$ cat src/rtl/depar_egress_filter.sv
// Egress filter after the deparser: drops discarded or port-less packets, skid-buffers the rest.
// Optional per-packet statistics counters are enabled by defining EGRESS_STATS_EN.
module depar_egress_filter #(
    parameter int unsigned C_AXIS_DATA_WIDTH  = 512,
    parameter int unsigned C_AXIS_TUSER_WIDTH = 128,
    parameter int unsigned C_DROP_BIT         = 127,
    parameter int unsigned C_DST_PORT_LSB     = 24
) (
    input  logic                            axis_clk,
    input  logic                            aresetn,
    input  logic [C_AXIS_DATA_WIDTH-1:0]    s_axis_tdata,
    input  logic [C_AXIS_DATA_WIDTH/8-1:0]  s_axis_tkeep,
    input  logic [C_AXIS_TUSER_WIDTH-1:0]   s_axis_tuser,
    input  logic                            s_axis_tvalid,
    input  logic                            s_axis_tlast,
    output logic                            s_axis_tready,
    output logic [C_AXIS_DATA_WIDTH-1:0]    m_axis_tdata,
    output logic [C_AXIS_DATA_WIDTH/8-1:0]  m_axis_tkeep,
    output logic [C_AXIS_TUSER_WIDTH-1:0]   m_axis_tuser,
    output logic                            m_axis_tlast,
    output logic                            m_axis_tvalid,
`ifdef EGRESS_STATS_EN
    output logic [31:0]                     stat_fwd_pkts,
    output logic [31:0]                     stat_drop_pkts,
`endif
    input  logic                            m_axis_tready
);

    typedef struct packed {
        logic [C_AXIS_DATA_WIDTH-1:0]   data;
        logic [C_AXIS_DATA_WIDTH/8-1:0] keep;
        logic [C_AXIS_TUSER_WIDTH-1:0]  user;
        logic                           last;
    } beat_t;

    typedef enum logic [1:0] {StIdle, StFwd, StDrop} state_e;

    state_e      state_q, state_d;
    beat_t       mem_q [2];
    beat_t       in_beat;
    logic        wr_ptr_q, rd_ptr_q;
    logic [1:0]  count_q, count_d;
    logic        s_fire, first_drop, push, pop;
    logic        first_keep_fire, first_drop_fire;

    assign s_fire     = s_axis_tvalid && s_axis_tready;
    assign first_drop = s_axis_tuser[C_DROP_BIT] ||
                        (s_axis_tuser[C_DST_PORT_LSB +: 8] == 8'd0);
    assign in_beat    = '{data: s_axis_tdata, keep: s_axis_tkeep,
                          user: s_axis_tuser, last: s_axis_tlast};

    // FSM state register
    always_ff @(posedge axis_clk) begin
        if (!aresetn) state_q <= StIdle;
        else          state_q <= state_d;
    end

    // FSM next state
    always_comb begin
        state_d = state_q;
        if (s_fire) begin
            case (state_q)
                StIdle:  if (!s_axis_tlast) state_d = first_drop ? StDrop : StFwd;
                StFwd:   if (s_axis_tlast) state_d = StIdle;
                StDrop:  if (s_axis_tlast) state_d = StIdle;
                default: state_d = StIdle;
            endcase
        end
    end

    // FSM outputs; a dropped packet never stalls the sink
    always_comb begin
        s_axis_tready   = aresetn && ((state_q == StDrop) || (count_q != 2'd2));
        first_keep_fire = s_fire && (state_q == StIdle) && !first_drop;
        first_drop_fire = s_fire && (state_q == StIdle) && first_drop;
        push            = first_keep_fire || (s_fire && (state_q == StFwd));
    end

    assign pop = (count_q != 2'd0) && m_axis_tready;

    always_comb begin
        count_d = count_q;
        case ({push, pop})
            2'b10:   count_d = count_q + 2'd1;
            2'b01:   count_d = count_q - 2'd1;
            default: count_d = count_q;
        endcase
    end

    always_ff @(posedge axis_clk) begin
        if (!aresetn) begin
            mem_q[0] <= '0;
            mem_q[1] <= '0;
            wr_ptr_q <= 1'b0;
            rd_ptr_q <= 1'b0;
            count_q  <= 2'd0;
        end else begin
            if (push) mem_q[wr_ptr_q] <= in_beat;
            wr_ptr_q <= wr_ptr_q ^ push;
            rd_ptr_q <= rd_ptr_q ^ pop;
            count_q  <= count_d;
        end
    end

    assign m_axis_tvalid = (count_q != 2'd0);
    assign m_axis_tdata  = mem_q[rd_ptr_q].data;
    assign m_axis_tkeep  = mem_q[rd_ptr_q].keep;
    assign m_axis_tuser  = mem_q[rd_ptr_q].user;
    assign m_axis_tlast  = mem_q[rd_ptr_q].last;

`ifdef EGRESS_STATS_EN
    logic [31:0] fwd_cnt_q, drop_cnt_q;

    always_ff @(posedge axis_clk) begin
        if (!aresetn) begin
            fwd_cnt_q  <= 32'd0;
            drop_cnt_q <= 32'd0;
        end else begin
            if (first_keep_fire) fwd_cnt_q  <= fwd_cnt_q + 32'd1;
            if (first_drop_fire) drop_cnt_q <= drop_cnt_q + 32'd1;
        end
    end

    assign stat_fwd_pkts  = fwd_cnt_q;
    assign stat_drop_pkts = drop_cnt_q;
`endif

endmodule

$ cat config.mk
export PLATFORM = sky130hd
export DESIGN_NAME = depar_egress_filter
export DESIGN_NICKNAME = d
export VERILOG_FILES = /design/src/rtl/depar_egress_filter.sv
export SDC_FILE = /design/constraint.sdc
export NUM_CORES = 2
export LEC_CHECK = 0
export CAP_MARGIN = 10
export CORE_AREA = 2 2 550 552
export CTS_BUF_LIST = sky130_fd_sc_hd__clkbuf_8
export DETAILED_ROUTE_END_ITERATION = 7
export DIE_AREA = 0 0 552 554
export PLACE_DENSITY = 0.46
export SYNTH_ARGS = -nofsm -noshare
export SYNTH_HDL_FRONTEND = slang
export SYNTH_SLANG_ARGS = --single-unit
$ cat constraint.sdc
create_clock -name axis_clk -period 62.1 [get_ports axis_clk]
set_input_delay 12.42 -clock axis_clk [delete_from_list [all_inputs] [get_ports axis_clk]]
set_output_delay 12.42 -clock axis_clk [all_outputs]
set_load 0.02 [all_outputs]
# Word-level counts from Yosys, hierarchy flattened

Memories as Yosys holds them, arrays and structs flattened. A register that Yosys moved wholly into a read port is not among the register bits.
Cells that the tools add are included.

Reduce and logical (&&, ||, !) cells: 17
Eq/ne operators: 7
Add/subtract/negate cells: 2
Bitwise logic cells: 2
Muxes and demuxes: 13

Operator list:

| cell                                                  | number |
|---|---|
| two-way mux 705 bit                                   | 1 |
| OR reduction 705 bit                                  | 1 |
| logical NOT 8 bit                                     | 1 |
| one-hot mux 2 bit (2 select lines)                    | 2 |
| two-way mux 1 bit                                     | 7 |
| logical AND 1 bit                                     | 6 |
| two-way mux 2 bit                                     | 3 |
| equality test 2 x 1 -> 1 bit, second input constant   | 2 |
| equality test 2 bit, second input constant            | 2 |
| inequality test 2 bit, second input constant          | 2 |
| nonzero test 2 bit                                    | 2 |
| logical OR 1 bit                                      | 3 |
| AND reduction 3 bit                                   | 1 |
| adder 2 x 1 -> 2 bit, second input constant           | 1 |
| logical NOT 2 bit                                     | 1 |
| inequality test 2 x 1 -> 1 bit, second input constant | 1 |
| OR reduction 2 bit                                    | 1 |
| subtractor 2 x 1 -> 2 bit, second input constant      | 1 |
| XOR 1 bit                                             | 2 |
| logical NOT 1 bit                                     | 1 |

Output and inout port bits: 707
Bits in registers: 6
Memory bits (writable): 1,410
Word-level logic and storage cells: 46
Memories: 1
Input bits: 709

Memory list:

| memory | words | width | read ports | clocked after Yosys merged registers in | wr ports | line | RTL |
|---|---|---|---|---|---|---|---|
| mem_q  | 2     | 705   | 1          | 1                                       | 2        | 39   | `beat_t mem_q [2];` |

# Depth between registers and ports, before layout

Word-level depth: 12
Mapped depth: 11
Gate-level depth less buffers: 10

# Least setup slack after synthesis

No wires, ideal clock.

Path kind: in2reg
From: input s_axis_tuser[127]
To: memory mem_q[0][0] (netlist bit), enable pin
Required time: 59.347 ns
Path slack: -2.863 ns
Data arrival time: 62.210 ns
Stages on the path: 6
Buffers on the path: 1
Library setup time: 2.753 ns
Cell sequence: nor2b_1 -> o21ai_2 -> a21boi_2 -> clkbuf_1 -> inv_1 -> o21ai_0

RTL lines:

| what        | line | RTL |
|---|---|---|
| from (decl) | 13   | `input logic [C_AXIS_TUSER_WIDTH-1:0] s_axis_tuser,` |
| to (decl)   | 39   |  |

# Final worst setup path

From: input aresetn
To: output s_axis_tready

Word-level cells in the longest chain between the ends: 1

Ends and longest elaborated chain:

| what              | line | RTL |
|---|---|---|
| from (decl)       | 10   | `input logic aresetn,` |
| logical AND 1 bit | 73   | `s_axis_tready = aresetn && ((state_q == StDrop) \|\| (count_q != 2'd2));` |
| to (decl)         | 16   | `output logic s_axis_tready,` |

Every way passes these cells.

==> impl_metrics.xml <==
<?xml version="1.0" encoding="UTF-8"?>
<metrics>
  <group name="grt">
    <metric name="grt_first_pass_wirelength" unit="um">337000</metric>
    <metric name="grt_util_all_layers" unit="%">15.5</metric>
    <metric name="overflow" unit="">0</metric>
    <metric name="grt_antenna_before_repair" unit="">145</metric>
    <metric name="grt_start_max_net_pins" unit="">197</metric>
    <metric name="first_global_vias" unit="">41100</metric>
  </group>
  <group name="cells_and_area">
    <metric name="highest_count_cells_in_the_layout_ignoring_fill_and_taps" unit="">clkdlybuf4s50_1 (1415), edfxtp_1 (1410), and2_1 (708), mux2_2 (706), and3_1 (705)</metric>
    <metric name="layout-drive-gt1-share" unit="%">20.0</metric>
    <metric name="utilization" unit="%">28.2</metric>
    <metric name="layout-area-overhead-vs-synth" unit="%">37.2</metric>
    <metric name="finalNetCount" unit="">6047</metric>
    <metric name="mostFrequentLayoutCell" unit="">clkdlybuf4s50_1</metric>
    <metric name="final_cells" unit="">9532</metric>
  </group>
  <group name="detailed_routing">
    <metric name="drt-wirelength-per-cell" unit="um">25.8</metric>
    <metric name="detailroute.via_count" unit="">39700</metric>
    <metric name="ant_nets" unit="">0</metric>
    <metric name="detailedRoute.firstPassIterationCount" unit="">5</metric>
    <metric name="drc" unit="">0</metric>
    <metric name="drt_wl_total" unit="um">246000</metric>
    <metric name="dr.first_iter.drc_count" unit="">2845</metric>
    <metric name="avgViaCountPerCell" unit="">4.17</metric>
  </group>
  <group name="power_and_ir_drop">
    <metric name="switching_share" unit="%">30.5</metric>
    <metric name="p_sw" unit="uW">812</metric>
    <metric name="sequential_share_of_power" unit="%">43.1</metric>
    <metric name="cellInternalPower" unit="uW">1850</metric>
    <metric name="power.combinational.fraction" unit="%">23.9</metric>
    <metric name="power_frac_clock" unit="%">33.0</metric>
    <metric name="totalPowerFinal" unit="uW">2660</metric>
    <metric name="vdd.ir_drop.worst" unit="mV">0.0149</metric>
    <metric name="power_per_cell_area" unit="nW/um2">31.5</metric>
    <metric name="power.leakage" unit="uW">0.0327</metric>
  </group>
  <group name="synth">
    <metric name="synthesis.area" unit="um2">61400</metric>
    <metric name="synthAdderAreaFrac" unit="%">0.0815</metric>
    <metric name="postSynthRegisterBits" unit="">1417</metric>
    <metric name="post_synth_and_or_nand_nor_area_fraction" unit="%">14.6</metric>
    <metric name="synth_edf_count" unit="">1410</metric>
    <metric name="post_syn_nets" unit="">4606</metric>
    <metric name="post_synth_xor_area_fraction" unit="%">0.0428</metric>
    <metric name="seq_area_frac_synth" unit="%">69.1</metric>
    <metric name="syn-mean-instance-area" unit="um2">15.8</metric>
    <metric name="syn-instance-count" unit="">3893</metric>
    <metric name="ys_async_sr_fraction" unit="%">0</metric>
    <metric name="synth_cell_types" unit="">29</metric>
    <metric name="synth_compound_area_share" unit="%">0.126</metric>
    <metric name="synth.area.mux_share" unit="%">13.0</metric>
    <metric name="synth-warning-count" unit="">0</metric>
    <metric name="synth_top_flop_cell" unit="">edfxtp_1</metric>
    <metric name="synth_top_family_by_area" unit="">simple AND/OR/NAND/NOR gates</metric>
  </group>
  <group name="die">
    <metric name="die_width" unit="um">552</metric>
    <metric name="fp-row-count" unit="">201</metric>
    <metric name="floorplan.die.height" unit="um">554</metric>
    <metric name="top_level_ports" unit="">1416</metric>
    <metric name="start_util" unit="%">20.5</metric>
    <metric name="die_area" unit="um2">306000</metric>
    <metric name="core_region_area" unit="um2">299000</metric>
  </group>
  <group name="setup_path">
    <metric name="timing.critical_path.required" unit="ns">49.68</metric>
    <metric name="cp-end-kind" unit="">output port</metric>
    <metric name="start_kind" unit="">input port</metric>
    <metric name="criticalPathCategory" unit="">input port to output port</metric>
    <metric name="biggest_fanout_along_the_worst_timing_path" unit="">13</metric>
    <metric name="crit_arrival" unit="ns">14.14</metric>
  </group>
  <group name="clocking">
    <metric name="tritoncts.num_buffers" unit="">282</metric>
    <metric name="cts-root-to-sink-buffers" unit="">4</metric>
    <metric name="ctsRootBufferMaster" unit="">clkbuf_8</metric>
    <metric name="post-cts-setup-buffer-count" unit="">0</metric>
    <metric name="cts.clk_slew.worst_paths" unit="ns">0.05</metric>
    <metric name="ctsHoldBuffers" unit="">0</metric>
    <metric name="clock_tree_from_tritoncts" unit="">yes</metric>
    <metric name="numClockSinks" unit="">1417</metric>
    <metric name="cts_resized" unit="">0</metric>
    <metric name="insertion_delay" unit="ns">0.97</metric>
    <metric name="htree_levels" unit="">5</metric>
  </group>
  <group name="worst_hold_path">
    <metric name="min_path_type" unit="">flip-flop to flip-flop</metric>
  </group>
  <group name="sta">
    <metric name="worst_clock_skew" unit="ns">0.108</metric>
    <metric name="worst-slew-pin-transition" unit="ns">1.32</metric>
    <metric name="finalMaxSlewViolations" unit="">0</metric>
    <metric name="final_hold_viol_count" unit="">0</metric>
    <metric name="time_the_worst_path_needs_with_i_o_delays_and_setup" unit="ns">26.56</metric>
    <metric name="finalCritPeriodShare" unit="%">42.8</metric>
    <metric name="grt_setup_unrepaired" unit="">no</metric>
    <metric name="max-slew-margin-rel" unit="%">12.3</metric>
    <metric name="max_freq" unit="GHz">0.0377</metric>
    <metric name="report.final.setup_viol" unit="">0</metric>
    <metric name="setup_total_negative_slack" unit="ns">0</metric>
  </group>
  <group name="run_status">
    <metric name="status" unit="">finished, final reports clean</metric>
  </group>
  <group name="place">
    <metric name="gpl.final_weighted_congestion" unit="">0.809</metric>
    <metric name="place_inst" unit="">9007</metric>
    <metric name="dp_hpwl" unit="um">168000</metric>
    <metric name="io_buffer_count" unit="">1415</metric>
  </group>
  <group name="job">
    <metric name="maxCapViolations" unit="">0</metric>
  </group>
</metrics>
[state kept, by name, indices dropped and copies added, names as in the netlist, named ones only]
name	count
rd_ptr_q	1
state_q	2
mem_q	1410
wr_ptr_q	1
count_q	2
[power by group through the flow]
stage          sequential, uW  clock [uW]  combinational, uW
2_1_floorplan            1290           0                318
3_3_place_gp             1160           0                646
3_5_place_dp             1170           0                642
4_1_cts                  1150         915                647
5_1_grt                  1150         954                668
6_report                 1150         878                635
[cell usage after synthesis, types with 3 or more instances]
cell      instances  area share, %
ha_1              4          0.081
and3_1          705            7.2
o21ai_0           4          0.033
clkbuf_1        208            1.3
and2_1          708            7.2
xnor2_1           3          0.043
edfxtp_1       1410             69
nor2b_1           4          0.041
nand2_1           3          0.018
buf_6            91            1.7
dfxtp_1           7           0.23
mux2_2          706             13
nand4_1           3          0.031
inv_1             5          0.031
clkbuf_2         10          0.081
buf_1             5          0.031
[per-stage QoR]
step / setup slack (ns) / instance area (um2) / hold slack [ns]
floorplan: -2.86 / 61400 / 0.453
global placement: 35.52 / 79200 / 0.507
detailed placement: 35.54 / 79200 / 0.502
CTS: 35.52 / 84200 / 0.511
global route: 35.44 / 84300 / 0.571
finish: 35.54 / 84300 / 0.509
[routing by layer]
| layer | global-route usage (%) | share of wire [%] |
|---|---|---|
| met1 | 18.3 | 39 |
| met2 | 25.2 | 47 |
| met3 | 7.19 | 11 |
| met4 | 3.98 | 2.4 |
| met5 | 0 | 0.19 |
[critical path, cell delays in order]
cell and delay (ns):
clkdlybuf4s50_1 0.85, nor2b_1 0.24, clkdlybuf4s50_1 0.63
[final cells by class]
cell class,instances,area (um2)
antenna,37,92.6
inverter,5,18.8
tap,3958,4950
timing repair buffer,1471,14700
clock inverter,200,1020
sequential,1417,42500
fill,30600,215000
clock buffer,287,3950
multi-input combinational,2157,17100
[final timing paths]
| kind | cells after the start | slack [ns] | endpoint | startpoint |
|---|---|---|---|---|
| setup / recovery | 3 | 35.54 | s_axis_tready | aresetn |
| hold / removal | 2 | 0.51 | count_q[1] | count_q[1] |
| setup reg to reg | 11 | 56.22 | mem_q[0][609] | state_q[1] |
| hold reg to reg | 2 | 0.51 | count_q[1] | count_q[1] |
[logic make-up (layout without fill, tap and decap cells)]
| kind of cell | after synthesis | count (layout) |
|---|---|---|
| xor+xnor | 3 | 3 |
| mux | 707 | 707 |
| other cells | 0 | 37 |
| flops | 1417 | 1417 |
| compound gates | 11 | 11 |
| simple gates | 1432 | 1432 |
| buf+inv | 319 | 1963 |
| fa+ha+maj | 4 | 4 |
No activity file was read; power rests on OpenSTA's default activity.
